===== src/rtl/reg_adcfifo_burst.sv =====
// reg_adcfifo_burst: USB register front end serialising multi-byte words from one of several ADC FIFOs
// Ports: clk_usb/reset (sync, active-high); reg_* USB register bus (reg_datao combinational, 0 when idle);
//        fifo_empty/fifo_data/fifo_rd_en per-channel FIFO read side; underflow_flag sticky empty-read flag.
// Registers: READ streams the prefetched word LSB first, CTRL selects channel / clears stats, STAT reports flags and counters.
module reg_adcfifo_burst #(
   parameter int pBYTECNT_SIZE = 7,
   parameter int pCHANNELS = 2,
   parameter int pWORD_BYTES = 4,
   parameter logic [7:0] pADDR_READ = 8'h03,
   parameter logic [7:0] pADDR_CTRL = 8'h60,
   parameter logic [7:0] pADDR_STAT = 8'h61
) (
   input  logic                               clk_usb,
   input  logic                               reset,
   input  logic [7:0]                         reg_address,
   input  logic [pBYTECNT_SIZE-1:0]           reg_bytecnt,
   input  logic [7:0]                         reg_datai,
   output logic [7:0]                         reg_datao,
   input  logic                               reg_read,
   input  logic                               reg_write,
   input  logic [pCHANNELS-1:0]               fifo_empty,
   input  logic [pCHANNELS*pWORD_BYTES*8-1:0] fifo_data,
   output logic [pCHANNELS-1:0]               fifo_rd_en,
   output logic                               underflow_flag
);
   localparam int WW = pWORD_BYTES * 8;
   typedef enum logic [1:0] {IDLE, FETCH, WAIT, HOLD} state_t;
   state_t state, state_nx;
   logic [3:0] ch_sel;
   logic [WW-1:0] word_buf, word_in;
   logic [2:0] byte_idx;
   logic [31:0] words_read, bc;
   logic [7:0] underflow_count, stat_byte, cur_byte;
   logic [pCHANNELS-1:0] ch_mask;
   logic read_d, armed, arm_hold;
   logic ctrl_wr, ch_new, clr, consume, good, uflow, last, cur_empty, rd_valid;
   logic unused_bits;
   assign unused_bits = ^reg_datai[7:5];
   always_comb begin
      ch_mask = pCHANNELS'(1) << ch_sel;
      cur_empty = |(fifo_empty & ch_mask);
      word_in = '0;
      for (int i = 0; i < pCHANNELS; i++)
         if (32'(ch_sel) == i) word_in = fifo_data[i*WW +: WW];
      cur_byte = '0;
      for (int i = 0; i < pWORD_BYTES; i++)
         if (32'(byte_idx) == i) cur_byte = word_buf[i*8 +: 8];
      ctrl_wr = reg_write && reg_address == pADDR_CTRL && reg_bytecnt == '0;
      // Only a different, existing channel forces a discard; out-of-range selects are dropped.
      ch_new = ctrl_wr && 32'(reg_datai[3:0]) < pCHANNELS && reg_datai[3:0] != ch_sel;
      clr = ctrl_wr && reg_datai[4];
      // A byte is delivered only if the strobe began while a word was held and is still held at the falling edge.
      consume = read_d && !reg_read && armed;
      good = consume && arm_hold && state == HOLD;
      uflow = consume && !good;
      last = byte_idx == 3'(pWORD_BYTES - 1);
      rd_valid = state == HOLD && (read_d ? arm_hold : 1'b1);
      fifo_rd_en = (state == FETCH) ? ch_mask : '0;
      bc = 32'(reg_bytecnt);
      stat_byte = (bc == 0) ? {underflow_flag, state == HOLD, cur_empty, 5'b0} :
                  (bc == 1) ? underflow_count :
                  (bc == 2) ? words_read[7:0] :
                  (bc == 3) ? words_read[15:8] :
                  (bc == 4) ? words_read[23:16] :
                  (bc == 5) ? words_read[31:24] : 8'h00;
      reg_datao = !reg_read ? 8'h00 :
                  (reg_address == pADDR_READ) ? (rd_valid ? cur_byte : 8'h00) :
                  (reg_address == pADDR_CTRL) ? {4'b0, ch_sel} :
                  (reg_address == pADDR_STAT) ? stat_byte : 8'h00;
   end
   always_comb begin
      state_nx = state;
      case (state)
         IDLE:    state_nx = (!cur_empty && !ch_new) ? FETCH : IDLE;
         FETCH:   state_nx = ch_new ? IDLE : WAIT;
         WAIT:    state_nx = ch_new ? IDLE : HOLD;
         HOLD:    state_nx = (ch_new || (good && last)) ? IDLE : HOLD;
         default: state_nx = IDLE;
      endcase
   end
   always_ff @(posedge clk_usb) begin
      if (reset) begin
         state <= IDLE;
         ch_sel <= '0;
         word_buf <= '0;
         byte_idx <= '0;
         words_read <= '0;
         underflow_count <= '0;
         underflow_flag <= 1'b0;
         read_d <= 1'b0;
         armed <= 1'b0;
         arm_hold <= 1'b0;
      end else begin
         state <= state_nx;
         read_d <= reg_read;
         if (reg_read && !read_d) begin
            armed <= reg_address == pADDR_READ;
            arm_hold <= state == HOLD;
         end else if (!reg_read) armed <= 1'b0;
         if (ch_new) ch_sel <= reg_datai[3:0];
         if (ch_new) begin
            word_buf <= '0;
            byte_idx <= '0;
         end else if (state == WAIT) begin
            word_buf <= word_in;
            byte_idx <= '0;
         end else if (good) byte_idx <= byte_idx + 3'd1;
         // Words popped are counted in WAIT even if a channel switch discards them there.
         words_read <= clr ? '0 : (state == WAIT) ? words_read + 32'd1 : words_read;
         underflow_count <= clr ? '0 : (uflow && underflow_count != 8'hFF) ? underflow_count + 8'd1 : underflow_count;
         underflow_flag <= clr ? 1'b0 : (uflow | underflow_flag);
      end
   end
endmodule


===== config.mk =====
export PLATFORM = sky130hd
export DESIGN_NAME = reg_adcfifo_burst
export DESIGN_NICKNAME = d
export VERILOG_FILES = /design/src/rtl/reg_adcfifo_burst.sv
export SDC_FILE = /design/constraint.sdc
export NUM_CORES = 1
export LEC_CHECK = 0
export ABC_CLOCK_PERIOD_IN_PS = 2500
export BUFFER_PORTS_ARGS = -buffer_cell sky130_fd_sc_hd__buf_4
export CORE_UTILIZATION = 55
export DETAILED_ROUTE_END_ITERATION = 12
export GPL_TIMING_DRIVEN = 1
export PLACE_DENSITY_LB_ADDON = 0.3
export RECOVER_POWER = 100
export SLEW_MARGIN = 30
export SYNTH_ARGS = -nofsm -noshare
export SYNTH_HDL_FRONTEND = slang
export SYNTH_SLANG_ARGS = --single-unit

===== constraint.sdc =====
create_clock -name clk_usb -period 2.5 [get_ports clk_usb]
set_input_delay 0.125 -clock clk_usb [delete_from_list [all_inputs] [get_ports clk_usb]]
set_output_delay 0.125 -clock clk_usb [all_outputs]
set_load 0.03 [all_outputs]

# Word-level counts from Yosys, hierarchy flattened
# Cells that the tools add are included.
word_totals:
  ff_bits: 85
  in_bits: 93
  output_inout_bits: 11
op_classes:
  addsub: 3
  magnitude_cmp: 1
  eq_ne: 18
  shift: 1
  n_mux: 26
  bitwise_logic: 2
  n_reduce_logical: 29
ops:
  columns: ["op", "count"]
  rows:
  - ["$mux W8", 15]
  - ["$mux W32", 2]
  - ["$add A32 B1 Y32 const B", 1]
  - ["$eq A8 B7 Y1 const B", 2]
  - ["$logic_and A1 B1 Y1", 15]
  - ["$eq A7 B2 Y1 const B", 2]
  - ["$eq A7 B3 Y1 const B", 2]
  - ["$add A8 B1 Y8 const B", 1]
  - ["$eq A8 B2 Y1 const B", 1]
  - ["$mux W2", 4]
  - ["$ne A8 B8 Y1 const B", 1]
  - ["$pmux W2 S4", 1]
  - ["$eq A7 B1 Y1 const B", 1]
  - ["$logic_not A7 Y1", 1]
  - ["$eq A3 B2 Y1 const B", 2]
  - ["$reduce_or A2 Y1", 3]
  - ["$logic_not A1 Y1", 5]
  - ["$eq A2 B2 Y1 const B", 2]
  - ["$eq A4 B1 Y1 const B", 1]
  - ["$logic_not A4 Y1", 1]
  - ["$lt A4 B2 Y1 const B", 1]
  - ["$mux W1", 4]
  - ["$ne A4 B4 Y1", 1]
  - ["$shl A1 B4 Y2 const A", 1]
  - ["other kinds (10)", 10]

# Logic depth before layout (Yosys ltp)
logic_depth:
  word_depth: 11
  ltp_mapped: 7
  mapped_depth_nobuf: 6

# Least setup slack after synthesis
# No wires, ideal clock.
synth_timing:
  path_type: "register to output"
  startpoint: "reg ch_sel[3]"
  endpoint: "out fifo_rd_en[0]"
  arrival_ns: 2.095
  path_slack_ns: 0.280
  path_stages_with_launch: 5
  n_path_buf: 2
  cell_sequence: "dfxtp_1 or3_1 clkbuf_1 clkbuf_1 nor4b_1"
synth_via:
  elab_chain_len: 2
synth_lines:
  columns: ["item", "line_no", "text"]
  rows:
  - ["from (decl)", "29", "logic [3:0] ch_sel;"]
  - ["from (signal assigned)", "100", "if (ch_new) ch_sel <= reg_datai[3:0];"]
  - ["$shl A1 B4 Y2", "40", "ch_mask = pCHANNELS'(1) << ch_sel;"]
  - ["$mux W2", "58", "fifo_rd_en = (state == FETCH) ? ch_mask : '0;"]
  - ["to (decl)", "23", "output logic [pCHANNELS-1:0] fifo_rd_en,"]
# No other way between the ends.

# Worst setup path after layout
layout_timing:
  startpoint: "reg state[1]"
  endpoint: "out reg_datao[2]"
layout_via:
  elab_chain_len: 5
layout_lines:
  columns: ["item", "line_no", "text"]
  rows:
  - ["from (decl)", "28", "state_t state, state_nx;"]
  - ["from (signal assigned)", "94", "state <= state_nx;"]
  - ["$eq A2 B2 Y1", "57", "rd_valid = state == HOLD && (read_d ? arm_hold : 1'b1);"]
  - ["$logic_and A1 B1 Y1", "57", null]
  - ["$mux W8 (2 in a row)", "67", "(reg_address == pADDR_READ) ? (rd_valid ? cur_byte : 8'h00) :"]
  - ["$mux W8", "66", "reg_datao = !reg_read ? 8'h00 :"]
  - ["to (decl)", "18", "output logic [7:0] reg_datao,"]
# No other way between the ends.

==> results by group <==
Route
  • DR pass1 iterations: 4
  • Drt wl/cell: roughly 16 µm
  • Antenna viol nets, final: 0
  • Number of DRC markers in iteration 0: approximately 220
  • Residual DRC: 0
  • Vias per inst: 6.104
  • Final WL: roughly 13,000 µm
  • Vias post-DR: just under 5,000

Critical path
  • Worst Setup End Kind: primary output
  • Required arrival time at the worst endpoint: roughly 2.4 ns
  • CP Class: reg2out
  • Crit path max fanout: 10
  • Critical Path AT: 2.34 ns
  • CP startpoint kind: flip-flop

STA
  • Setup Skew: approximately 0.01 ns
  • RSZ-0062 raised after global routing: false
  • Fmax: ~0.41 GHz
  • Final period util: between 90% and 100%
  • Clock period minus worst slack: 2.469 ns
  • Setup_tns: 0 ns
  • Final hold vios: 0
  • Final Setup Violations: 0
  • Worst rel slew slack: 44.76%
  • Final slew viol count: 0
  • Worst Tran Pin Value: a little over 0.8 ns

Placement
  • Placer Congestion: between 0.8 and 0.9
  • Port Buffers: 100
  • Post-Place Cell Area: between 5000 and 6000 µm²
  • Placed wire-length estimate: between 10,000 and 15,000 µm

Job
  • Max_cap viols: 0

Global route
  • Met3 Usage GRT: a little under 5%
  • First-pass GRT wire length: around 22,000 µm
  • M1 GR Usage: 33.72%
  • Vias in the first global route: 4,749
  • Pin count of the biggest net entering global routing: 65
  • Overall Global Routing Usage: 28.34%
  • Initial antenna violation count: 0
  • Grt ovf: 0
  • GRT busiest layer: met2
  • GR Util met2: 49.00%

Synthesis
  • Most frequent cells after synthesis: dfxtp_1, a21oi_1, nor2_1
  • Syn_nets: ~730
  • Commonest register cell after synthesis: dfxtp_1
  • Syn Std Cell Area: between 5000 and 6000 µm²
  • Synthesized instance count: 627
  • Yosys reg bits: 85
  • Area contributors post-synth: dfxtp_1, mux2i_1, a21oi_1
  • Seq/Total Area, Yosys: between 30% and 40%
  • Synth unique cells: 63
  • YS warnings: 0
  • Asr flop ratio synth: 0%
  • Synth top area share: 33.92%
  • Post-synth EDFFs: 0
  • Synth area leader: dfxtp_1
  • Count leader, synth: dfxtp_1
  • Syn Area/Cell: 8.000 µm²

Cells and area
  • Final nets: around 800
  • Syn-to-layout area delta: 17.44%
  • Inserted Diodes: 0
  • Layout cells sized above 1: 18.70%
  • Finished Cell Area: 5891 µm²

Pwr
  • Max rail drop VDD: around 0.24 mV
  • Pleak: about 2.1 nW
  • Pwr dens: roughly 470 nW/µm²

Clocking
  • CTS sink count: 85
  • Setup Buffers After CTS: 0
  • CTS Buf Count: 9
  • Clk buf depth: 2
  • Clock root buffer: clkbuf_8
  • Clk pin slew, worst setup/hold paths: ~0.090 ns
  • Worst-Skew Late Latency: between 0.3 and 0.4 ns
  • CTS tree: done
  • H-tree Lvls: 3

Floorplanning
  • FP Rows: 34
  • Effective utilization at floorplan: around 57%
  • Die span in x: between 90 and 100 µm
  • Core Footprint: just under 9000 µm²
  • DIE AREA: roughly 9500 µm²
  • Die Ht: around 98 µm
  • Num ports: roughly 100

Status
  • Status: complete, no violations

Hold path
  • Worst min path class: in2reg
## critical path: stages, from the launching register on
cell and delay [ns]:
dfxtp_1 0.57, nand2_1 0.21, or4_1 0.69, o221ai_1 0.30, buf_4 0.22
## registers in the layout, summed over array words and instances, names as in the netlist
name and flops:
read_d 1, ch_sel 4, underflow_flag 1, state 2
words_read 32, byte_idx 3, underflow_count 8, armed 1
word_buf 32, arm_hold 1
## path summary, 6_finish.rpt
check | from | endpoint | slack, ns | cells after the start
setup / recovery | state[1]$_SDFF_PP0_ | reg_datao[2] | 0.03 | 4
hold / removal | reset | ch_sel[0]$_SDFFE_PP0P_ | 0.02 | 2
setup reg to reg | ch_sel[1]$_SDFFE_PP0P_ | word_buf[18]$_SDFFE_PP0P_ | 0.20 | 5
hold reg to reg | ch_sel[2]$_SDFFE_PP0P_ | ch_sel[2]$_SDFFE_PP0P_ | 0.47 | 2
## logic make-up after synthesis
group | synth area share [%]
AND/OR/NAND/NOR | 28.86
AO/OA/AOI/OAI | 18.61
flip-flops | 33.92
buffers and inverters | 5.587
multiplexers | 8.830
XOR/XNOR | 2.445
adder cells (fa/ha/maj) | 1.746
## placed cells by master, fill, tap and decap left out, types with 3 or more instances in the layout
master / n
clkbuf_1: 6
and3_1: 8
nand3b_1: 3
nand2b_1: 9
o221ai_1: 3
clkbuf_2: 3
nor2_1: 66
o22ai_1: 5
inv_1: 16
ha_1: 6
o31ai_1: 10
o21ai_0: 31
xnor2_1: 7
or4_1: 10
and3b_1: 3
a21o_1: 3
nand3_1: 12
dfxtp_1: 84
and4b_1: 3
a211oi_1: 6
mux2i_1: 42
and4_1: 6
buf_4: 94
or3_1: 14
buf_2: 4
a21oi_1: 67
nor4_1: 7
clkbuf_8: 10
nand4_1: 14
a32oi_1: 6
nor4b_1: 5
xor2_1: 7
nand2_1: 36
nor2b_1: 9
nor3_1: 46
## report_power, final
group / leakage [nW] / internal (mW) / switching [mW]
Sequential: 0.689 / 1.39 / 0.0337
Combinational: 1.30 / 0.166 / 0.166
Clock: 0.0959 / 0.492 / 0.515
Total: 2.08 / 2.05 / 0.714
## stage by stage
step | hold WS (ns) | setup WS [ns] | std cells | util, % | power (mW)
after floorplan | 0.2894 | 0.2800 | 627 | - | 1.627
after global placement | 0.3896 | 0.3777 | 798 | 65.81 | 1.779
after detailed placement | 0.3949 | 0.3272 | 798 | 65.81 | 1.793
after CTS | 0.01189 | 0.04570 | 814 | 68.09 | 2.771
after global routing | 0.005902 | 0.008225 | 814 | 67.22 | 2.874
final | 0.01598 | 0.03087 | 814 | 67.22 | 2.761
## metal layers
metal / wire length [µm] / vias to the layer above
li1: - / 2464
met1: 5631 / 2290
met2: 6674 / 180
met3: 621 / 35
met4: 419 / 0
met5: 0 / -
## timing repair
| action | 4_1_cts | 5_1_grt |
|---|---|---|
| hold buffers | 0 | 0 |
| resized for setup | 0 | 2 |
| endpoints found under the hold margin | 0 | 0 |
| endpoints found under the setup margin | 0 | 5 |
## area by class of cell
class	instances	area (µm²)
fill	735	2873
tap	108	135.1
inverter	17	63.81
clock buffer	11	141.4
clock inverter	5	58.81
multi-input combinational	481	3022
timing repair buffer	107	767.0
sequential	85	1703
No activity file was read; power rests on OpenSTA's default activity.
